--- src/rtl/ppu_scroll_pkg.sv ---
// Shared constants for the PPU scroll / VRAM address stage.
package ppu_scroll_pkg;

  localparam int V_W = 15;

  // CPU register selects seen by this stage.
  typedef enum logic [2:0] {
    RS_CTRL0  = 3'd0,
    RS_STATUS = 3'd2,
    RS_SCROLL = 3'd5,
    RS_ADDR   = 3'd6,
    RS_DATA   = 3'd7
  } rs_e;

  // Field slices of the VRAM address (V and T share the layout).
  localparam int FY_MSB = 14;
  localparam int FY_LSB = 12;
  localparam int NT_V   = 11;
  localparam int NT_H   = 10;
  localparam int CY_MSB = 9;
  localparam int CY_LSB = 5;
  localparam int CX_MSB = 4;
  localparam int CX_LSB = 0;

  // Last visible tile row; rows 30/31 hold attribute data.
  localparam logic [4:0] COARSE_Y_LAST = 5'd29;

endpackage

--- src/rtl/ppu_vaddr_incr.sv ---
// Render-time update of V: coarse-X / Y increments and T->V copies.
module ppu_vaddr_incr
  import ppu_scroll_pkg::*;
(
  input  logic [14:0] v,
  input  logic [14:0] t,
  input  logic        inc_x,
  input  logic        inc_y,
  input  logic        copy_h,
  input  logic        copy_v,
  output logic [14:0] v_next
);

  logic [2:0] fy;
  logic [4:0] cy;
  logic [4:0] cx;

  assign fy = v[FY_MSB:FY_LSB];
  assign cy = v[CY_MSB:CY_LSB];
  assign cx = v[CX_MSB:CX_LSB];

  // Increments first, then copies, so a copy wins on any shared field.
  always_comb begin
    v_next = v;
    if (inc_x) begin
      if (cx == 5'd31) begin
        v_next[CX_MSB:CX_LSB] = '0;
        v_next[NT_H]          = ~v[NT_H];
      end else begin
        v_next[CX_MSB:CX_LSB] = cx + 5'd1;
      end
    end
    if (inc_y) begin
      if (fy != 3'd7) begin
        v_next[FY_MSB:FY_LSB] = fy + 3'd1;
      end else begin
        v_next[FY_MSB:FY_LSB] = '0;
        if (cy == COARSE_Y_LAST) begin
          v_next[CY_MSB:CY_LSB] = '0;
          v_next[NT_V]          = ~v[NT_V];
        end else if (cy == 5'd31) begin
          v_next[CY_MSB:CY_LSB] = '0;
        end else begin
          v_next[CY_MSB:CY_LSB] = cy + 5'd1;
        end
      end
    end
    if (copy_h) begin
      v_next[NT_H]          = t[NT_H];
      v_next[CX_MSB:CX_LSB] = t[CX_MSB:CX_LSB];
    end
    if (copy_v) begin
      v_next[FY_MSB:NT_V]   = t[FY_MSB:NT_V];
      v_next[CY_MSB:CY_LSB] = t[CY_MSB:CY_LSB];
    end
  end

endmodule

--- src/rtl/ppu_scroll_vaddr.sv ---
// Scroll / VRAM address registers (T, V, fine X, write toggle W).
module ppu_scroll_vaddr #(
  parameter bit RD_INC = 1'b1,
  parameter int V_W    = ppu_scroll_pkg::V_W
) (
  input  logic           PCLK,
  input  logic           n_RES,
  input  logic           ACC,
  input  logic [2:0]     RS,
  input  logic           RnW,
  input  logic [7:0]     DB_in,
  input  logic           I_1_32,
  input  logic           RENDER_EN,
  input  logic           INC_X,
  input  logic           INC_Y,
  input  logic           COPY_H,
  input  logic           COPY_V,
  output logic [V_W-1:0] V,
  output logic [V_W-1:0] T,
  output logic [2:0]     FINE_X,
  output logic           W
);

  import ppu_scroll_pkg::*;

  rs_e            rs_sel;
  logic [V_W-1:0] t_d;
  logic [V_W-1:0] v_d;
  logic [V_W-1:0] v_render;
  logic [2:0]     fx_d;
  logic           w_d;
  logic           v_cpu;

  assign rs_sel = rs_e'(RS);

  ppu_vaddr_incr u_incr (
    .v      (V),
    .t      (T),
    .inc_x  (INC_X  & RENDER_EN),
    .inc_y  (INC_Y  & RENDER_EN),
    .copy_h (COPY_H & RENDER_EN),
    .copy_v (COPY_V & RENDER_EN),
    .v_next (v_render)
  );

  // CPU register decode; a CPU write of V suppresses the render update.
  always_comb begin
    t_d   = T;
    v_d   = V;
    fx_d  = FINE_X;
    w_d   = W;
    v_cpu = 1'b0;
    if (ACC) begin
      case (rs_sel)
        RS_CTRL0: begin
          if (!RnW) t_d[11:10] = DB_in[1:0];
        end
        RS_STATUS: begin
          if (RnW) w_d = 1'b0;
        end
        RS_SCROLL: begin
          if (!RnW) begin
            if (!W) begin
              t_d[4:0] = DB_in[7:3];
              fx_d     = DB_in[2:0];
              w_d      = 1'b1;
            end else begin
              t_d[14:12] = DB_in[2:0];
              t_d[9:5]   = DB_in[7:3];
              w_d        = 1'b0;
            end
          end
        end
        RS_ADDR: begin
          if (!RnW) begin
            if (!W) begin
              t_d[13:8] = DB_in[5:0];
              t_d[14]   = 1'b0;
              w_d       = 1'b1;
            end else begin
              t_d[7:0] = DB_in;
              w_d      = 1'b0;
              v_d      = t_d;
              v_cpu    = 1'b1;
            end
          end
        end
        RS_DATA: begin
          if (!RnW || RD_INC) begin
            v_d   = V + (I_1_32 ? V_W'(32) : V_W'(1));
            v_cpu = 1'b1;
          end
        end
        default: ;
      endcase
    end
    if (!v_cpu) v_d = v_render;
  end

  // State registers, cleared asynchronously.
  always_ff @(posedge PCLK or negedge n_RES) begin
    if (!n_RES) begin
      T      <= '0;
      V      <= '0;
      FINE_X <= '0;
      W      <= 1'b0;
    end else begin
      T      <= t_d;
      V      <= v_d;
      FINE_X <= fx_d;
      W      <= w_d;
    end
  end

endmodule

--- config.mk ---
export PLATFORM = sky130hd
export DESIGN_NAME = ppu_scroll_vaddr
export DESIGN_NICKNAME = d
export VERILOG_FILES = /design/src/rtl/ppu_scroll_pkg.sv /design/src/rtl/ppu_vaddr_incr.sv /design/src/rtl/ppu_scroll_vaddr.sv
export SDC_FILE = /design/constraint.sdc
export NUM_CORES = 1
export LEC_CHECK = 0
export ABC_AREA = 1
export ABC_CLOCK_PERIOD_IN_PS = 2200
export CORE_UTILIZATION = 45
export DETAILED_ROUTE_END_ITERATION = 16
export PLACE_DENSITY = 0.71
export SETUP_SLACK_MARGIN = 0.1
export SLEW_MARGIN = 10
export SYNTH_ARGS = -nofsm -noshare
export SYNTH_HDL_FRONTEND = slang
export SYNTH_HIERARCHICAL = 1
export SYNTH_SLANG_ARGS = --single-unit
--- constraint.sdc ---
create_clock -name PCLK -period 2.2 [get_ports PCLK]
set_clock_uncertainty 0.1 [all_clocks]
set_input_delay 0.55 -clock PCLK [delete_from_list [all_inputs] [get_ports PCLK]]
set_output_delay 0.55 -clock PCLK [all_outputs]
set_load 0.01 [all_outputs]
Word-level counts from Yosys, hierarchy flattened
Index checks and enable logic that the tools add are counted.

word-level totals
  flip-flop bits (word level) = 34
  bits of input ports = 21
  output and inout bits = 34
  logic and storage cells = 107

cells by class
  $add $sub $neg = 4
  eq/ne operators = 22
  multiplexer cells = 42
  bitwise logic cells = 8
  reduce and logical (&&, ||, !) cells = 20

operators by type and width
  cell                 count
  $mux 15              5
  $mux 5               10
  $pmux 15 s2          1
  $reduce_and 6->1     5
  $ne 2x2->1 const B   10
  $pmux 10 s2          1
  $add 15x6->15        1
  $eq 5x5->1 const B   3
  $reduce_and 5->1     3
  $reduce_bool 3->1    4
  $mux 1               11
  $add 5x1->5 const B  2
  $mux 10              1
  $eq 3x3->1 const B   3
  $mux 3               3
  $ne 3x3->1 const B   3
  $mux 4               2
  $mux 8               1
  $reduce_and 4->1     2
  $mux 7               1
  $reduce_and 7->1     1
  $mux 6               1
  $pmux 3 s2           1
  $reduce_bool 2->1    3
  11 further kinds     18

Longest topological paths before layout
  word-level depth = 7
  mapped depth = 12
  depth with buffers taken out = 12

Hierarchy
The synthesis kept the hierarchy.

modules (own cells, without submodules)
  module            instances  cells each  area an instance (um2)  sequential area each (um2)
  ppu_scroll_vaddr  1          310         2,155.8                 850.8
  ppu_vaddr_incr    1          105         553.0                   0.0

Least setup slack after synthesis
No wires, ideal clock.

  path kind = input -> register
  from = in I_1_32
  to = reg V[6]
  setup time = 0.117 ns
  arrival time = 1.538 ns
  data required time = 1.983 ns
  setup slack = 0.446 ns
  stages on the path = 9
  path buffers = 0
  cells stage by stage = inv_1 ha_1 ha_1 nand3_1 o21bai_2 xnor2_1 nand2_1 nand2_1 nand2_1

on the way
  cells in the longest elaborated chain, start to end = 5

RTL lines
  what                  RTL line                 source
  from (decl)           ppu_scroll_vaddr.sv:12   input logic I_1_32,
  $mux 6                ppu_scroll_vaddr.sv:90   v_d = V + (I_1_32 ? V_W'(32) : V_W'(1));
  $add 15x6->15         ppu_scroll_vaddr.sv:90
  $pmux 15 s2           ppu_scroll_vaddr.sv:54   case (rs_sel)
  $mux 15               ppu_scroll_vaddr.sv:53   if (ACC) begin
  $mux 15               ppu_scroll_vaddr.sv:97   if (!v_cpu) v_d = v_render;
  to (signal assigned)  ppu_scroll_vaddr.sv:109  V <= v_d;
  to (decl)             ppu_scroll_vaddr.sv:18   output logic [V_W-1:0] V,

No other way between the ends. The select of a mux whose other input is x is not followed.
A chain may end at the register's enable or synchronous reset.

Worst setup path in the final report
Ends and elaborated chain as after synthesis.

==> key figures <==
Run status
  • Status: complete, no violations

Setup path
  • Critical Path Start Type: input pin
  • Reg-to-reg slack, setup: 370 ps
  • Reg2Reg Depth: 8
  • Critical Path RT: 2290 ps
  • Crit-path max cell delay: 440 ps
  • Worst path bufs/invs: 2
  • Top delay family on crit path: buffers and inverters
  • Slowest cell on crit path: clkdlybuf4s50_1
  • FF-to-FF Start: V[5]
  • Crit-path cells: clkdlybuf4s50_1, inv_1, ha_1, ha_1, nand3_2, o21bai_2, xnor2_1, nand2_1, nand2_1, nand2_1
  • Crit path DAT: 2130 ps
  • Worst reg2reg endpoint: V[6]
  • CP endpoint kind: flop
  • WP depth: 10
  • Worst Path Class, Setup: in2reg
  • Most frequent CP cell: nand2_1
  • Worst Path Max Fanout: 5

Synthesis
  • Post-synthesis sequential area ratio: 31.41%
  • Post-Syn Area: 2709 sq um
  • Syn avg cell area: 6.527 sq um
  • Distinct cells, synth: 29
  • Number of synthesized flops with an enable pin: 0
  • Syn. warnings: 6
  • Post-synth ARST share: 100.0%
  • Cells after synthesis: 415
  • Area share of the largest cell type after synthesis: 31.41%
  • Post-synth top area cell: dfrtp_1
  • FF+latch count, synth: 34
  • Top_reg_cell synth: dfrtp_1
  • Post-Syn Nets: 446
  • Top cells by area, synth: dfrtp_1 (31%), nand2_1 (19%), inv_1 (7.1%)

Drt
  • Via count: 2834
  • Initial DRT Pass Iterations: 5
  • Via/cell ratio: 5.079
  • Number of DRC markers in iteration 0: 195
  • Routed WL: 7296 um
  • Routed Antenna Nets: 0
  • DR DRC count: 0
  • DR WL/cell: 13.08 um

Placement
  • Area after DPL: 3437 sq um
  • Inst Count DP: 550
  • Detailed placer's ending HPWL: 5636 um
  • PortBufs: 54
  • Final GP Congestion: 0.8412
  • Post-Place Worst Slack: -150.5 ps

Floorplan
  • Core Area: 5642 sq um
  • Placement Rows: 27
  • IO Count: 55
  • DIE WIDTH: 79.59 um
  • Area of the die: 6334 sq um
  • Initial core utilization: 48.02%
  • Die H: 79.59 um

Final layout
  • Final net count: 516
  • Layout cells sized above 1: 11.93%
  • Number of diodes: 0
  • Design area: 3543 sq um
  • Core Util, Final: 62.81%
  • Non-Filler Instances: 558
  • Most common cell after layout, fill and taps aside: nand2_1
  • Area Growth Syn to Fin: 30.81%
  • Layout filler cell count: 531
  • Reg area: 853.3 sq um
  • Multi-input gate area: 1592 sq um
  • Most frequent cells in the layout: nand2_1 (138), clkdlybuf4s50_1 (54), inv_1 (51)

CTS
  • Cell chosen for the clock root: clkbuf_8
  • Clk buf depth: 2
  • Worst-Skew Late Latency: 290 ps
  • Clk pin slew, worst setup/hold paths: 80 ps
  • H-tree level count: 2
  • Postcts setup bufs: 0
  • Hold buffer count at CTS: 0
  • Clk sink count: 34
  • CTS resizes: 0
  • CTS buffer count: 5
  • CTS tree: built

STA
  • Final Hold Fails: 0
  • Final min period: 2039 ps
  • Slew @ Worst Pin: 452.1 ps
  • Final setup violation count: 0
  • Fmax achieved: 490.5 MHz
  • Hold WS: 404.4 ps
  • Fin. max-slew vios: 0
  • Final worst slack: 161.4 ps
  • Setup TNS Final: 0 ps
  • Rel. slew slack: 69.86%
  • RSZ-0062 raised after global routing: true
  • Part of the cycle the worst path needs: 92.66%

Global routing
  • Antenna violations before repair: 0
  • Total grt overflow: 0
  • Largest net degree at the start of global routing: 35
  • GRT Util Overall: 25.21%
  • Vias in the first global route: 2608
  • First-pass GRT wire length: 12250 um

Hold path
  • Hold Path End: FINE_X[0]
  • Hold Path Class: reg2reg
  • Hold Path Depth: 2
  • Hold wc startpoint: FINE_X[0]

Power and ir drop
  • Total power: 2.581 mW
  • P_leak: 1.768 nW
  • Maximum vdd drop: 401.7 uV
  • PD cells: 728.5 nW/um^2

Flow run
  • Max-cap viol count: 0
## worst min-delay path: cells and delay by family, from the launching register on
| kind | cells | cell delay (ps) |
|---|---|---|
| and+or+nand+nor | 1 | 50 |
| AOI/OAI and AO/OA | 1 | 60 |
| DFF | 1 | 350 |
## flip-flops by register name, summed over array words and instances, names as in the netlist
| register | flops |
|---|---|
| V | 15 |
| W | 1 |
| T | 15 |
| FINE_X | 3 |
## per-layer routing
layer  routed length [um]  global-route usage, %
met5                    0                      0
met3                  340                  3.657
met4                   72                  5.636
met1                 3346                  33.55
met2                 3536                  42.91
## synthesized netlist by cell type (all sizes together), types with 2 or more instances
cell type and number:
xor2 7, xnor2 3, nand2 144, ha 10
o21bai 2, buf 8, o21ai 45, nand3b 3
inv 58, nor2 30, a21oi 34, clkinv 2
nor3 2, dfrtp 34, nand3 30
## kinds of logic (layout without fill, tap and decap cells)
family          Yosys count  count (layout)  synth area share, %
simple gates            210             210                33.86
flops                    34              34                31.41
compound gates           82              82                16.54
xor+xnor                 10              10                3.233
fa+ha+maj                10              10                4.619
buf+inv                  69             140                10.35
## cell type report
type | count | share of cell area, %
timing repair buffer | 72 | 19.42
sequential | 34 | 24.08
tap | 72 | 2.542
clock inverter | 3 | 0.6003
multi-input combinational | 312 | 44.92
clock buffer | 5 | 1.942
inverter | 60 | 6.497
## worst max path at each step
stage / startpoint / endpoint / slack (ps)
finish: I_1_32 / V[6] / 160
global route: I_1_32 / V[8] / 70
CTS: V[12] / V[12] / 140
detailed placement: I_1_32 / V[8] / -150
global placement: I_1_32 / V[6] / -100
floorplan: I_1_32 / V[6] / 450
## where the power goes
part	total, mW	internal [mW]	switching (mW)
Clock	0.478	0.222	0.255
Sequential	0.980	0.777	0.203
Combinational	1.12	0.570	0.553
Power figures use the tool's default switching activity.
